==> src/rtl/uart_alu_pkg.sv <==
// Shared types and helpers for the UART ALU request/response path.
package uart_alu_pkg;

  typedef enum logic [2:0] {
    IDLE   = 3'd0,
    HDR_OP = 3'd1,
    LEN_LO = 3'd2,
    LEN_HI = 3'd3,
    DATA   = 3'd4,
    CKSUM  = 3'd5
  } state_t;

  typedef logic [6:0] opcode_t;

  localparam int         HDR_ERR_BIT = 7;
  localparam logic [7:0] LEN_HI_C    = 8'h00;

  function automatic logic [7:0] make_hdr(input logic err, input opcode_t opcode);
    logic [7:0] hdr;
    hdr              = {1'b0, opcode};
    hdr[HDR_ERR_BIT] = err;
    return hdr;
  endfunction

  function automatic logic [7:0] xor8(input logic [7:0] a, input logic [7:0] b);
    return a ^ b;
  endfunction

endpackage

==> src/rtl/alu_resp_framer.sv <==
// Serialises one ALU result into a byte packet on an AXI-stream byte master:
// header, length (lo/hi), result bytes LSB first, optional XOR checksum.
module alu_resp_framer
  import uart_alu_pkg::*;
#(
  parameter int RESULT_BYTES_P = 4,
  parameter bit CHECKSUM_EN_P  = 1'b1
) (
  input  logic                        clk_i,
  input  logic                        reset_i,
  input  logic                        res_valid_i,
  output logic                        res_ready_o,
  input  logic [6:0]                  res_opcode_i,
  input  logic                        res_err_i,
  input  logic [8*RESULT_BYTES_P-1:0] res_data_i,
  output logic [7:0]                  m_axis_tdata,
  output logic                        m_axis_tvalid,
  input  logic                        m_axis_tready,
  output logic                        busy_o
);

  localparam int                   IDX_W    = $clog2(RESULT_BYTES_P + 1);
  localparam logic [IDX_W-1:0]     LAST_IDX = IDX_W'(RESULT_BYTES_P - 1);
  localparam logic [7:0]           LEN_LO_C = 8'(RESULT_BYTES_P);

  state_t                      state_q, state_d;
  logic [7:0]                  tdata_q, tdata_d;
  logic                        tvalid_q, tvalid_d;
  logic [IDX_W-1:0]            idx_q, idx_d;
  logic [8*RESULT_BYTES_P-1:0] data_q, data_d, data_shr;
  logic [7:0]                  cksum_q, cksum_d;
  logic                        accept;
  logic                        capture;

  assign res_ready_o   = (state_q == IDLE);
  assign busy_o        = (state_q != IDLE);
  assign m_axis_tdata  = tdata_q;
  assign m_axis_tvalid = tvalid_q;

  assign accept  = tvalid_q && m_axis_tready;
  assign capture = res_valid_i && res_ready_o;

  always_ff @(posedge clk_i) begin
    if (reset_i) begin
      state_q  <= IDLE;
      tdata_q  <= '0;
      tvalid_q <= 1'b0;
      idx_q    <= '0;
      data_q   <= '0;
      cksum_q  <= '0;
    end else begin
      state_q  <= state_d;
      tdata_q  <= tdata_d;
      tvalid_q <= tvalid_d;
      idx_q    <= idx_d;
      data_q   <= data_d;
      cksum_q  <= cksum_d;
    end
  end

  // cksum_q always holds the XOR of every byte up to and including tdata_q,
  // so the checksum beat can be loaded straight from it.
  always_comb begin
    state_d  = state_q;
    tdata_d  = tdata_q;
    tvalid_d = tvalid_q;
    idx_d    = idx_q;
    data_d   = data_q;
    cksum_d  = cksum_q;
    data_shr = data_q >> 8;

    unique case (state_q)
      IDLE: begin
        if (capture) begin
          state_d  = HDR_OP;
          tdata_d  = make_hdr(res_err_i, res_opcode_i);
          tvalid_d = 1'b1;
          cksum_d  = make_hdr(res_err_i, res_opcode_i);
          data_d   = res_data_i;
          idx_d    = '0;
        end
      end
      HDR_OP: begin
        if (accept) begin
          state_d = LEN_LO;
          tdata_d = LEN_LO_C;
          cksum_d = xor8(cksum_q, LEN_LO_C);
        end
      end
      LEN_LO: begin
        if (accept) begin
          state_d = LEN_HI;
          tdata_d = LEN_HI_C;
          cksum_d = xor8(cksum_q, LEN_HI_C);
        end
      end
      LEN_HI: begin
        if (accept) begin
          state_d = DATA;
          tdata_d = data_q[7:0];
          cksum_d = xor8(cksum_q, data_q[7:0]);
          idx_d   = '0;
        end
      end
      DATA: begin
        if (accept) begin
          if (idx_q == LAST_IDX) begin
            if (CHECKSUM_EN_P) begin
              state_d = CKSUM;
              tdata_d = cksum_q;
            end else begin
              state_d  = IDLE;
              tvalid_d = 1'b0;
            end
          end else begin
            idx_d   = idx_q + IDX_W'(1);
            data_d  = data_shr;
            tdata_d = data_shr[7:0];
            cksum_d = xor8(cksum_q, data_shr[7:0]);
          end
        end
      end
      CKSUM: begin
        if (accept) begin
          state_d  = IDLE;
          tvalid_d = 1'b0;
        end
      end
      default: begin
        state_d  = IDLE;
        tvalid_d = 1'b0;
      end
    endcase
  end

endmodule

==> config.mk <==
export PLATFORM = sky130hd
export DESIGN_NAME = alu_resp_framer
export DESIGN_NICKNAME = d
export VERILOG_FILES = /design/src/rtl/uart_alu_pkg.sv /design/src/rtl/alu_resp_framer.sv
export SDC_FILE = /design/constraint.sdc
export NUM_CORES = 1
export LEC_CHECK = 0
export CELL_PAD_IN_SITES_DETAIL_PLACEMENT = 0
export CELL_PAD_IN_SITES_GLOBAL_PLACEMENT = 2
export CORE_MARGIN = 2
export CORE_UTILIZATION = 34
export DETAILED_ROUTE_END_ITERATION = 8
export GPL_TIMING_DRIVEN = 0
export PLACE_DENSITY = 0.85
export SYNTH_ARGS = -nofsm -noshare
export SYNTH_HDL_FRONTEND = slang
export SYNTH_SLANG_ARGS = --single-unit
==> constraint.sdc <==
create_clock -name clk_i -period 2.8 [get_ports clk_i]
set_input_delay 0.28 -clock clk_i [delete_from_list [all_inputs] [get_ports clk_i]]
set_output_delay 0.28 -clock clk_i [all_outputs]
set_load 0.05 [all_outputs]
==> results of run 1 <==
[registers in the layout, summed over array words and instances, names as in the netlist]
register       cells
cksum_q            8
idx_q              3
m_axis_tdata       8
m_axis_tvalid      1
state_q            3
data_q            32
[layout by cell type (no fill, tap or decap), drive strengths merged, types with 3 or more instances in the layout]
master / Yosys / routed
o221ai: 8 / 8
clkbuf: 13 / 19
a222oi: 7 / 7
mux2: 8 / 8
a211oi: 16 / 16
buf: 18 / 18
a22oi: 17 / 17
clkdlybuf4s50: 0 / 53
o21ai: 4 / 4
dfxtp: 55 / 55
a221o: 8 / 8
nand2: 57 / 57
and2: 3 / 3
nor3: 10 / 10
a21oi: 12 / 12
a311oi: 24 / 24
inv: 4 / 5
nand3: 4 / 4
ha: 3 / 3
nor2: 36 / 36
[worst register-to-register path: cells and delay by family, from the launching register on]
kind	cells	cell delay [ns]
muxes	1	0.38
AOI/OAI and AO/OA	2	0.50
buffers and inverters	1	0.34
adders and majority gates	2	0.51
DFF	1	0.37
[area by class of cell]
cell class / instances / area (um^2)
plain buffers: 31 / 196
well taps: 108 / 135
repair buffers: 53 / 531
clock inverters: 2 / 38.8
fillers: 893 / 4870
flip-flops and latches: 55 / 1100
multi-input cells: 242 / 1720
inverters: 4 / 15.0
clock buffers: 6 / 72.6
[cells by family (layout without fill, tap and decap cells)]
kind of cell / Yosys count / count (layout) / share of synthesized area
compound gates: 108 / 108 / 0.343
fa+ha+maj: 3 / 3 / 0.0124
flops: 55 / 55 / 0.363
mux: 9 / 9 / 0.0330
xor+xnor: 1 / 1 / 0.00289
simple gates: 121 / 121 / 0.175
buf+inv: 35 / 96 / 0.0697
[power by group through the flow]
stage | combinational (W) | sequential [W] | clock, W
6_report | 0.000469 | 0.000905 | 0.000556
5_1_grt | 0.000510 | 0.000914 | 0.000599
4_1_cts | 0.000470 | 0.000903 | 0.000572
3_5_place_dp | 0.000469 | 0.000921 | 0
3_3_place_gp | 0.000465 | 0.000918 | 0
2_1_floorplan | 0.000274 | 0.000949 | 0
[metal layers]
metal  up-vias  part of all wire  GRT usage
met5         -                 0          0
met4         0            0.0082     0.0348
met3         7             0.053     0.0348
met2        97              0.46      0.299
met1      1344              0.48      0.258
li1       1394                 -          -
[worst paths after layout]
| kind | slack (ns) | cells past startpoint | to |
|---|---|---|---|
| min reg2reg | 0.48 | 2 | idx_q[1]$_SDFFE_PP0P_ |
| max reg2reg | 0.58 | 6 | m_axis_tdata[7]$_SDFFE_PP0P_ |
| min | 0.48 | 2 | idx_q[1]$_SDFFE_PP0P_ |
| max | 0.50 | 4 | res_ready_o |
[per-stage QoR]
stage	setup slack [ns]	hold WS, ns
detailed placement	0.521	0.464
global route	0.417	0.504
CTS	0.484	0.478
finish	0.498	0.480
global placement	0.517	0.456
floorplan	0.680	0.440
==> results.md, run 1 <==
* Most common cell in the synthesized netlist: nand2_1
* Prevailing post-synth register cell: dfxtp_1
* Violation count after the first detailed-routing iteration at 201
* Via count of the routed design at 2842
* Fraction of final layout cells sized beyond drive strength 1 at 0.170
* Syn. warnings at 0
* Worst rel slew slack at 0.472
* Boundary Pins at 55
* Share of flip-flops with an asynchronous set or reset at 0
* Maximum level of the CTS H-tree at 2
* Design internal power at 0.00134 W
* Run status: completed
* Clock period minus final worst setup slack at 2.30 ns
* Fin cells at 501
* Top Family by Delay on Critical Path: buffers and inverters
* Crit path kind: reg -> out
* Placeable core region at 8680 um^2
* Worst min-delay path class: reg -> reg
* Final sum of negative setup slack at 0 ns
* DRT Wirelength at 8790 um
* Final setup violation count at 0
* Worst Min Path Start: idx_q[1]$_SDFFE_PP0P_
* Number of antenna repair diodes at 0
* Highest net fanout along the worst path at 10
* Final Max Tran Viols at 0
* Cts repair resizes at 0
* Final net count at 439
* Input/output buffers at 53
* GRT overflow at 0
* Clk network pwr share at 0.288
* CTS tree: done
* X dimension of the die at 98.4 um
* Number of enable-type register cells in the synthesized netlist at 0
* Wire length of the first global-routing pass at 14300 um
* CTS Hold Bufs at 0
* Inserted Clock Buffers at 5
* Clock insertion delay at the later pin of the skew report at 0.31 ns
* Die Span Y at 98.4 um
* Total Routing Usage GR at 0.184
* Synthesis-to-layout area growth at 25.6%
* Part of the total power dissipated in sequential elements at 0.469
* Effective utilization at floorplan at 0.349
* Critical Path, Cell by Cell: buf_6 > or3_1 > inv_1 > clkdlybuf4s50_1
* Netlist Area Pre-Place at 3030 um^2
* Setup Buffers After CTS at 0
* PD cells at 507 nW/um^2
* Routed wire per std cell at 17.5 um
* Share of total power consumed by net switching at 0.307
* Launching element of the worst setup path: state_q[1]$_SDFFE_PP0P_
* Final setup skew at 0.00642 ns
* Total number of clock tree sinks at 55
* Final-report hold violation count at 0
* Average size of a mapped cell at 9.13 um^2
* Longest individual stage delay on the worst path at 0.79 ns
* Area contributors post-synth: dfxtp_1 (36%), a311oi_2 (12%), nand2_1 (7.1%)
* Highest clock frequency the design can meet at 434 MHz
* Required time of the worst setup path at 2.52 ns
* Data arrival time of the critical path at 2.02 ns
* Standard cell with the maximum stage delay on the critical path: clkdlybuf4s50_1
* Launching point of the worst reg2reg path: idx_q[0]$_SDFFE_PP0P_
* Peak supply drop at 0.000294 V
* Top cell type by total area after synthesis: dfxtp_1
* Fraction of the core area covered by cells at the end of the flow at 0.439
* Flip-flop and latch count after synthesis at 55
* Maximum number of pins on one net before global-route repair at 18
* Post-Place Cells at 493
* Non-Filler Cell Area, Final at 3810 um^2
* Post-route ant nets at 0
* Number of maximum-capacitance violations at 0
* Area share of the leading cell type in the synthesized netlist at 0.363
* Total chip power at 0.00193 W
* Leakage Power at 1.39 nW
* Category of the worst setup path launch point: flop
* Share of the yosys chip area belonging to registers at 0.363
* Worst Path Buf+Inv at 3
* Combinational power share at 0.243
* Synthesized net count at 379
* CTS Root Buffer Type: clkbuf_8
* Number of global-route vias before repair at 2708
* Area enclosed by the die boundary at 9690 um^2
* Antenna violations before repair at 0
* Share of the cycle needed by the critical path after routing at 0.822
* Count of distinct cell types in the synthesized netlist at 43
* CTS max path bufs at 2
* Via density per instance at 5.67
* Final HPWL DP at 6480 um
* Global placer's final weighted congestion at 0.879
* Clock transition at the registers of the reported paths at 0.11 ns
* Worst Tran Pin Value at 0.792 ns
* Number of iterations in the first detailed-routing pass at 7
* Row count at 34
* Drc violations at 0
* Most used standard cells in the synthesized netlist: nand2_1 (57), dfxtp_1 (55), nor2_1 (36), a311oi_2 (24)
* Worst setup EP type: primary output
* Post-Place Cell Area at 3700 um^2
* Unrepaired setup endpoints after global routing: false
* Switching Power at 0.000592 W
* Gate count after technology mapping at 332
No activity file was read; power rests on OpenSTA's default activity.
==> inputs of run 2 (changes only) <==
- CORE_UTILIZATION: 34 -> 29
- PLACE_DENSITY: 0.85 -> 0.77
- clock period: 2.8 -> 1.9 ns (I/O delays scaled with it)
==> results.md, run 2 (synthesis results as in run 1) <==
* Clock period minus final worst setup slack at 1.95 ns
* Worst min-delay path class: in -> reg
* Fraction of final layout cells sized beyond drive strength 1 at 0.259
* CTS tree: done
* Switching Power at 0.000926 W
* Wire length on met2 at 4630 um
* Leakage Power at 1.53 nW
* DRT Wirelength at 9640 um
* Final net count at 459
* Area enclosed by the die boundary at 11300 um^2
* Clock transition at the registers of the reported paths at 0.12 ns
* Wire length on met1 at 4490 um
* Total number of clock tree sinks at 55
* Worst-case setup margin in the final layout at -0.0520 ns
* Highest net fanout along the worst path at 5
* Number of global-route vias before repair at 2797
* Required time of the worst setup path at 2.15 ns
* Drc violations at 0
* Highest clock frequency the design can meet at 512 MHz
* Wire length of the first global-routing pass at 14700 um
* Number of iterations in the first detailed-routing pass at 6
* Maximum number of pins on one net before global-route repair at 19
* Input/output buffers at 53
* Clk network pwr share at 0.260
* Number of antenna repair diodes at 0
* Part of the total power dissipated in sequential elements at 0.466
* Number of fill cells at 1060
* Commonest cells after routing, fill and taps aside: nand2_1 (57), dfxtp_1 (51), clkdlybuf4s50_1 (51), nor2_1 (34), a311oi_2 (24)
* Effective utilization at floorplan at 0.296
* Unrepaired setup endpoints after global routing: true
* X dimension of the die at 106 um
* Antenna violations before repair at 0
* Fin cells at 549
* Post-route ant nets at 0
* Row count at 37
* Worst rel slew slack at 0.484
* Non-Filler Cell Area, Final at 4170 um^2
* Design internal power at 0.00195 W
* Most common cell type on the critical path: buf_6
* Final setup violation count at 24
* Peak supply drop at 0.000327 V
* Via density per instance at 5.32
* Boundary Pins at 55
* Inserted Clock Buffers at 5
* Violation count after the first detailed-routing iteration at 126
* Total Routing Usage GR at 0.165
* Top Family by Delay on Critical Path: buffers and inverters
* Maximum level of the CTS H-tree at 2
* Die Span Y at 106 um
* Crit path kind: reg -> reg
* Category of the worst setup path launch point: flop
* Global placer's final weighted congestion at 0.826
* Final setup skew at 0.0169 ns
* Combinational power share at 0.274
* Routed wire per std cell at 17.6 um
* Uppermost layer routed: met4
* Violations in the final reports: setup timing
* Most common library cell in the layout ignoring fill and taps: nand2_1
* Clock insertion delay at the later pin of the skew report at 0.32 ns
* Worst setup EP type: flop
* Post-Place Cell Area at 3740 um^2
* GRT overflow at 0
* Share of the cycle needed by the critical path after routing at 1.03
* Via count of the routed design at 2919
* Share of total power consumed by net switching at 0.322
* Number of flip-flops under the largest register name at 32
* Critical Path, Cell by Cell: buf_6 > or3b_1 > buf_6 > o31ai_4 > buf_6 > buf_6 > buf_12 > nor2_2 > a311oi_2
* Run status: finished, violations left
* Number of maximum-capacitance violations at 0
* PD cells at 689 nW/um^2
* Standard cell with the maximum stage delay on the critical path: or3b_1
* CTS max path bufs at 2
* Worst Path Buf+Inv at 5
* Synthesis-to-layout area growth at 37.5%
* Placeable core region at 10200 um^2
* Data arrival time of the critical path at 2.20 ns
* CTS Root Buffer Type: clkbuf_8
* Longest individual stage delay on the worst path at 0.38 ns
* Worst Tran Pin Value at 0.774 ns
* Reg with most FFs: data_q
* Length of routed met3 wiring at 484 um
* Final HPWL DP at 6670 um
* Post-Place Cells at 521
* Final Max Tran Viols at 0
* Final-report hold violation count at 0
==> run 2: cell count changes in the layout (fill, tap and decap cells not counted), sizes merged <==
cell           delta
buf              +22
clkdlybuf4s50     -2
bufinv            -1
clkbuf            -1
clkinv            +1
clkinvlp          +1
dlygate4sd2       +1
inv               -1
==> run 2: worst register-to-register path: stages (launching register included) <==
cell and delay, ns:
dfxtp_2 0.34, buf_6 0.12, or3b_1 0.38, buf_6 0.14, o31ai_4 0.28, buf_6 0.16
buf_6 0.10, buf_12 0.10, nor2_2 0.04, a311oi_2 0.22
==> run 2: path summary, 6_finish.rpt <==
kind | from | to | slack, ns | cells past startpoint
max | state_q[0]$_SDFFE_PP0P_ | data_q[11]$_SDFFE_PP0P_ | -0.05 | 9
max reg2reg | state_q[0]$_SDFFE_PP0P_ | data_q[11]$_SDFFE_PP0P_ | -0.05 | 9
min | reset_i | idx_q[1]$_SDFFE_PP0P_ | 0.40 | 4
min reg2reg | idx_q[0]$_SDFFE_PP0P_ | idx_q[0]$_SDFFE_PP0P_ | 0.49 | 1
==> run 2: layout make-up <==
| type | instances | area [um^2] | area share |
|---|---|---|---|
| plain buffers | 30 | 240 | 0.0576 |
| clock buffers | 6 | 82.6 | 0.0198 |
| clock inverters | 2 | 20.0 | 0.00480 |
| inverters | 4 | 18.8 | 0.00450 |
| multi-input cells | 242 | 1800 | 0.431 |
| flip-flops and latches | 55 | 1110 | 0.266 |
| well taps | 136 | 170 | 0.0408 |
| repair buffers | 74 | 731 | 0.175 |
==> run 2: timing repair <==
action / in CTS / in global routing
gates resized for setup: 19 / 33
hold buffers: 0 / 0
endpoints found under the setup margin: 45 / 42
setup buffers: 3 / 16
pin swaps: 2 / 16
gates cloned: 1 / 2
==> run 2: power groups by stage <==
stage          clock, W  sequential, W  combinational, W
3_5_place_dp          0        0.00136          0.000699
2_1_floorplan         0        0.00140          0.000408
5_1_grt        0.000807        0.00135          0.000844
4_1_cts        0.000772        0.00133          0.000719
3_3_place_gp          0        0.00136          0.000693
6_report       0.000747        0.00134          0.000788
==> run 2: through the flow <==
step / setup WS [ns] / total power, W / hold slack [ns] / utilization / TNS (ns)
finish: -0.0520 / 0.00287 / 0.403 / 0.407 / -0.721
global route: -0.120 / 0.00300 / 0.460 / 0.407 / -2.40
floorplan: 0.0666 / 0.00181 / 0.351 / - / 0
detailed placement: -0.305 / 0.00206 / 0.475 / 0.366 / -7.42
global placement: -0.307 / 0.00205 / 0.454 / 0.366 / -7.93
CTS: 0.000370 / 0.00282 / 0.389 / 0.384 / 0
==> run 2: per-layer routing <==
metal	vias to the layer above	track usage
li1	1428	-
met1	1399	0.226
met2	90	0.272
met3	2	0.0276
met4	0	0.0385
met5	-	0
==> inputs of run 3 (changes only) <==
- CORE_UTILIZATION: 29 -> 34
- PLACE_DENSITY: 0.77 -> 0.85
- clock period: 1.9 -> 2.3 ns (I/O delays scaled with it)
==> results.md, run 3 (synthesis results as in run 1) <==
* Fraction of final layout cells sized beyond drive strength 1 at 0.170
* Most common cell type on the critical path: ha_1
* Highest net fanout along the worst path at 10
* Run status: completed
* Final net count at 439
* Number of antenna repair diodes at 0
* Via density per instance at 5.66
* Post-route ant nets at 0
* Leakage Power at 1.39 nW
* Worst Tran Pin Value at 0.792 ns
* Highest clock frequency the design can meet at 450 MHz
* Total number of clock tree sinks at 55
* Switching Power at 0.000721 W
* Final-report hold violation count at 0
* Combinational power share at 0.243
* Maximum number of pins on one net before global-route repair at 18
* Clock period minus final worst setup slack at 2.22 ns
* Via count of the routed design at 2835
* Min Hold Slack at 0.451 ns
* Fin cells at 501
* Worst min-delay path class: in -> reg
* Worst setup EP type: flop
* Share of total power consumed by net switching at 0.307
* Most common library cell in the layout ignoring fill and taps: nand2_1
* Longest individual stage delay on the worst path at 0.37 ns
* Row count at 34
* CTS Root Buffer Type: clkbuf_8
* Number of maximum-capacitance violations at 0
* Unrepaired setup endpoints after global routing: false
* Worst rel slew slack at 0.472
* Inserted Clock Buffers at 5
* Standard cell with the maximum stage delay on the critical path: dfxtp_1
* Clk network pwr share at 0.288
* PD cells at 616 nW/um^2
* Reg with most FFs: data_q
* Top Family by Delay on Critical Path: adder cells
* Peak supply drop at 0.000358 V
* Final setup violation count at 0
* Total Routing Usage GR at 0.184
* Area enclosed by the die boundary at 9690 um^2
* Required time of the worst setup path at 2.48 ns
* Placeable core region at 8680 um^2
* Maximum level of the CTS H-tree at 2
* Post-Place Cells at 493
* Data arrival time of the critical path at 2.40 ns
* Drc violations at 0
* Worst Path Buf+Inv at 1
* Boundary Pins at 55
* Clock insertion delay at the later pin of the skew report at 0.31 ns
* Synthesis-to-layout area growth at 25.7%
* Share of the cycle needed by the critical path after routing at 0.967
* Critical Path, Cell by Cell: ha_1 > ha_1 > buf_2 > mux2_2 > a222oi_1 > a211oi_1
* Final setup skew at 0.00673 ns
* Setup Buffers After CTS at 0
* Clock transition at the registers of the reported paths at 0.10 ns
* Routed wire per std cell at 17.6 um
* Crit path kind: reg -> reg
* Design internal power at 0.00163 W
* Commonest cells after routing, fill and taps aside: nand2_1 (57), dfxtp_1 (55), clkdlybuf4s50_1 (52), nor2_1 (36), a311oi_2 (24)
* Wire length of the first global-routing pass at 14300 um
* Part of the total power dissipated in sequential elements at 0.469
* Global placer's final weighted congestion at 0.879
* CTS Hold Bufs at 0
* Die Span Y at 98.4 um
* Antenna violations before repair at 0
* Category of the worst setup path launch point: flop
* DRT Wirelength at 8800 um
* GRT overflow at 0
* CTS max path bufs at 2
* Input/output buffers at 53
* Final Max Tran Viols at 0
* Number of global-route vias before repair at 2708
* Violation count after the first detailed-routing iteration at 201
* Final sum of negative setup slack at 0 ns
* X dimension of the die at 98.4 um
* Number of flip-flops under the largest register name at 32
* Number of iterations in the first detailed-routing pass at 7
* CTS tree: done
* Final HPWL DP at 6480 um
* Effective utilization at floorplan at 0.349
## run 3: path summary, 6_finish.rpt
check / slack (ns) / cells after the start / to / start
max reg2reg: 0.08 / 6 / m_axis_tdata[7]$_SDFFE_PP0P_ / idx_q[0]$_SDFFE_PP0P_
min reg2reg: 0.48 / 2 / idx_q[1]$_SDFFE_PP0P_ / idx_q[1]$_SDFFE_PP0P_
min: 0.45 / 4 / idx_q[1]$_SDFFE_PP0P_ / reset_i
max: 0.08 / 6 / m_axis_tdata[7]$_SDFFE_PP0P_ / idx_q[0]$_SDFFE_PP0P_
## run 3: area by class of cell
cell class                      count  area, um^2
Inverter                            4        15.0
Timing Repair Buffer               53         533
Tap cell                          108         135
Buffer                             31         196
Fill cell                         893        4870
Sequential cell                    55        1100
Multi-Input combinational cell    242        1720
Clock inverter                      2        38.8
Clock buffer                        6        72.6
## run 3: layer usage
layer | vias up | wire length (um) | GRT usage
li1 | 1393 | - | -
met1 | 1341 | 4240 | 0.258
met2 | 94 | 4040 | 0.299
met3 | 7 | 450 | 0.0348
met4 | 0 | 72 | 0.0348
met5 | - | 0 | 0
## run 3: stage by stage
| step | util | worst slack [ns] | power [W] | instance area (um^2) |
|---|---|---|---|---|
| after global placement | 0.426 | 0.0667 | 0.00168 | 3700 |
| final | 0.439 | 0.0768 | 0.00235 | 3810 |
| after floorplan | - | 0.180 | 0.00149 | 3030 |
| after CTS | 0.439 | 0.0343 | 0.00237 | 3810 |
| after global routing | 0.439 | 0.00948 | 0.00246 | 3810 |
| after detailed placement | 0.426 | 0.0715 | 0.00169 | 3700 |
## run 3: timing repair
action | in CTS | in global routing
resized for setup | 0 | 1
endpoints found under the setup margin | 0 | 1
hold endpoints to repair | 0 | 0
## run 3: power by group through the flow
stage | Clock (W) | Sequential, W | Combinational, W
finish | 0.000677 | 0.00110 | 0.000570
global route | 0.000729 | 0.00111 | 0.000621
global placement | 0 | 0.00112 | 0.000565
detailed placement | 0 | 0.00112 | 0.000571
CTS | 0.000696 | 0.00110 | 0.000572
floorplan | 0 | 0.00116 | 0.000333
## run 3: worst register-to-register path, cell delays in order, from the launching register on
cell and delay [ns]:
dfxtp_1 0.37, ha_1 0.19, ha_1 0.32, buf_2 0.34
mux2_2 0.38, a222oi_1 0.36, a211oi_1 0.14
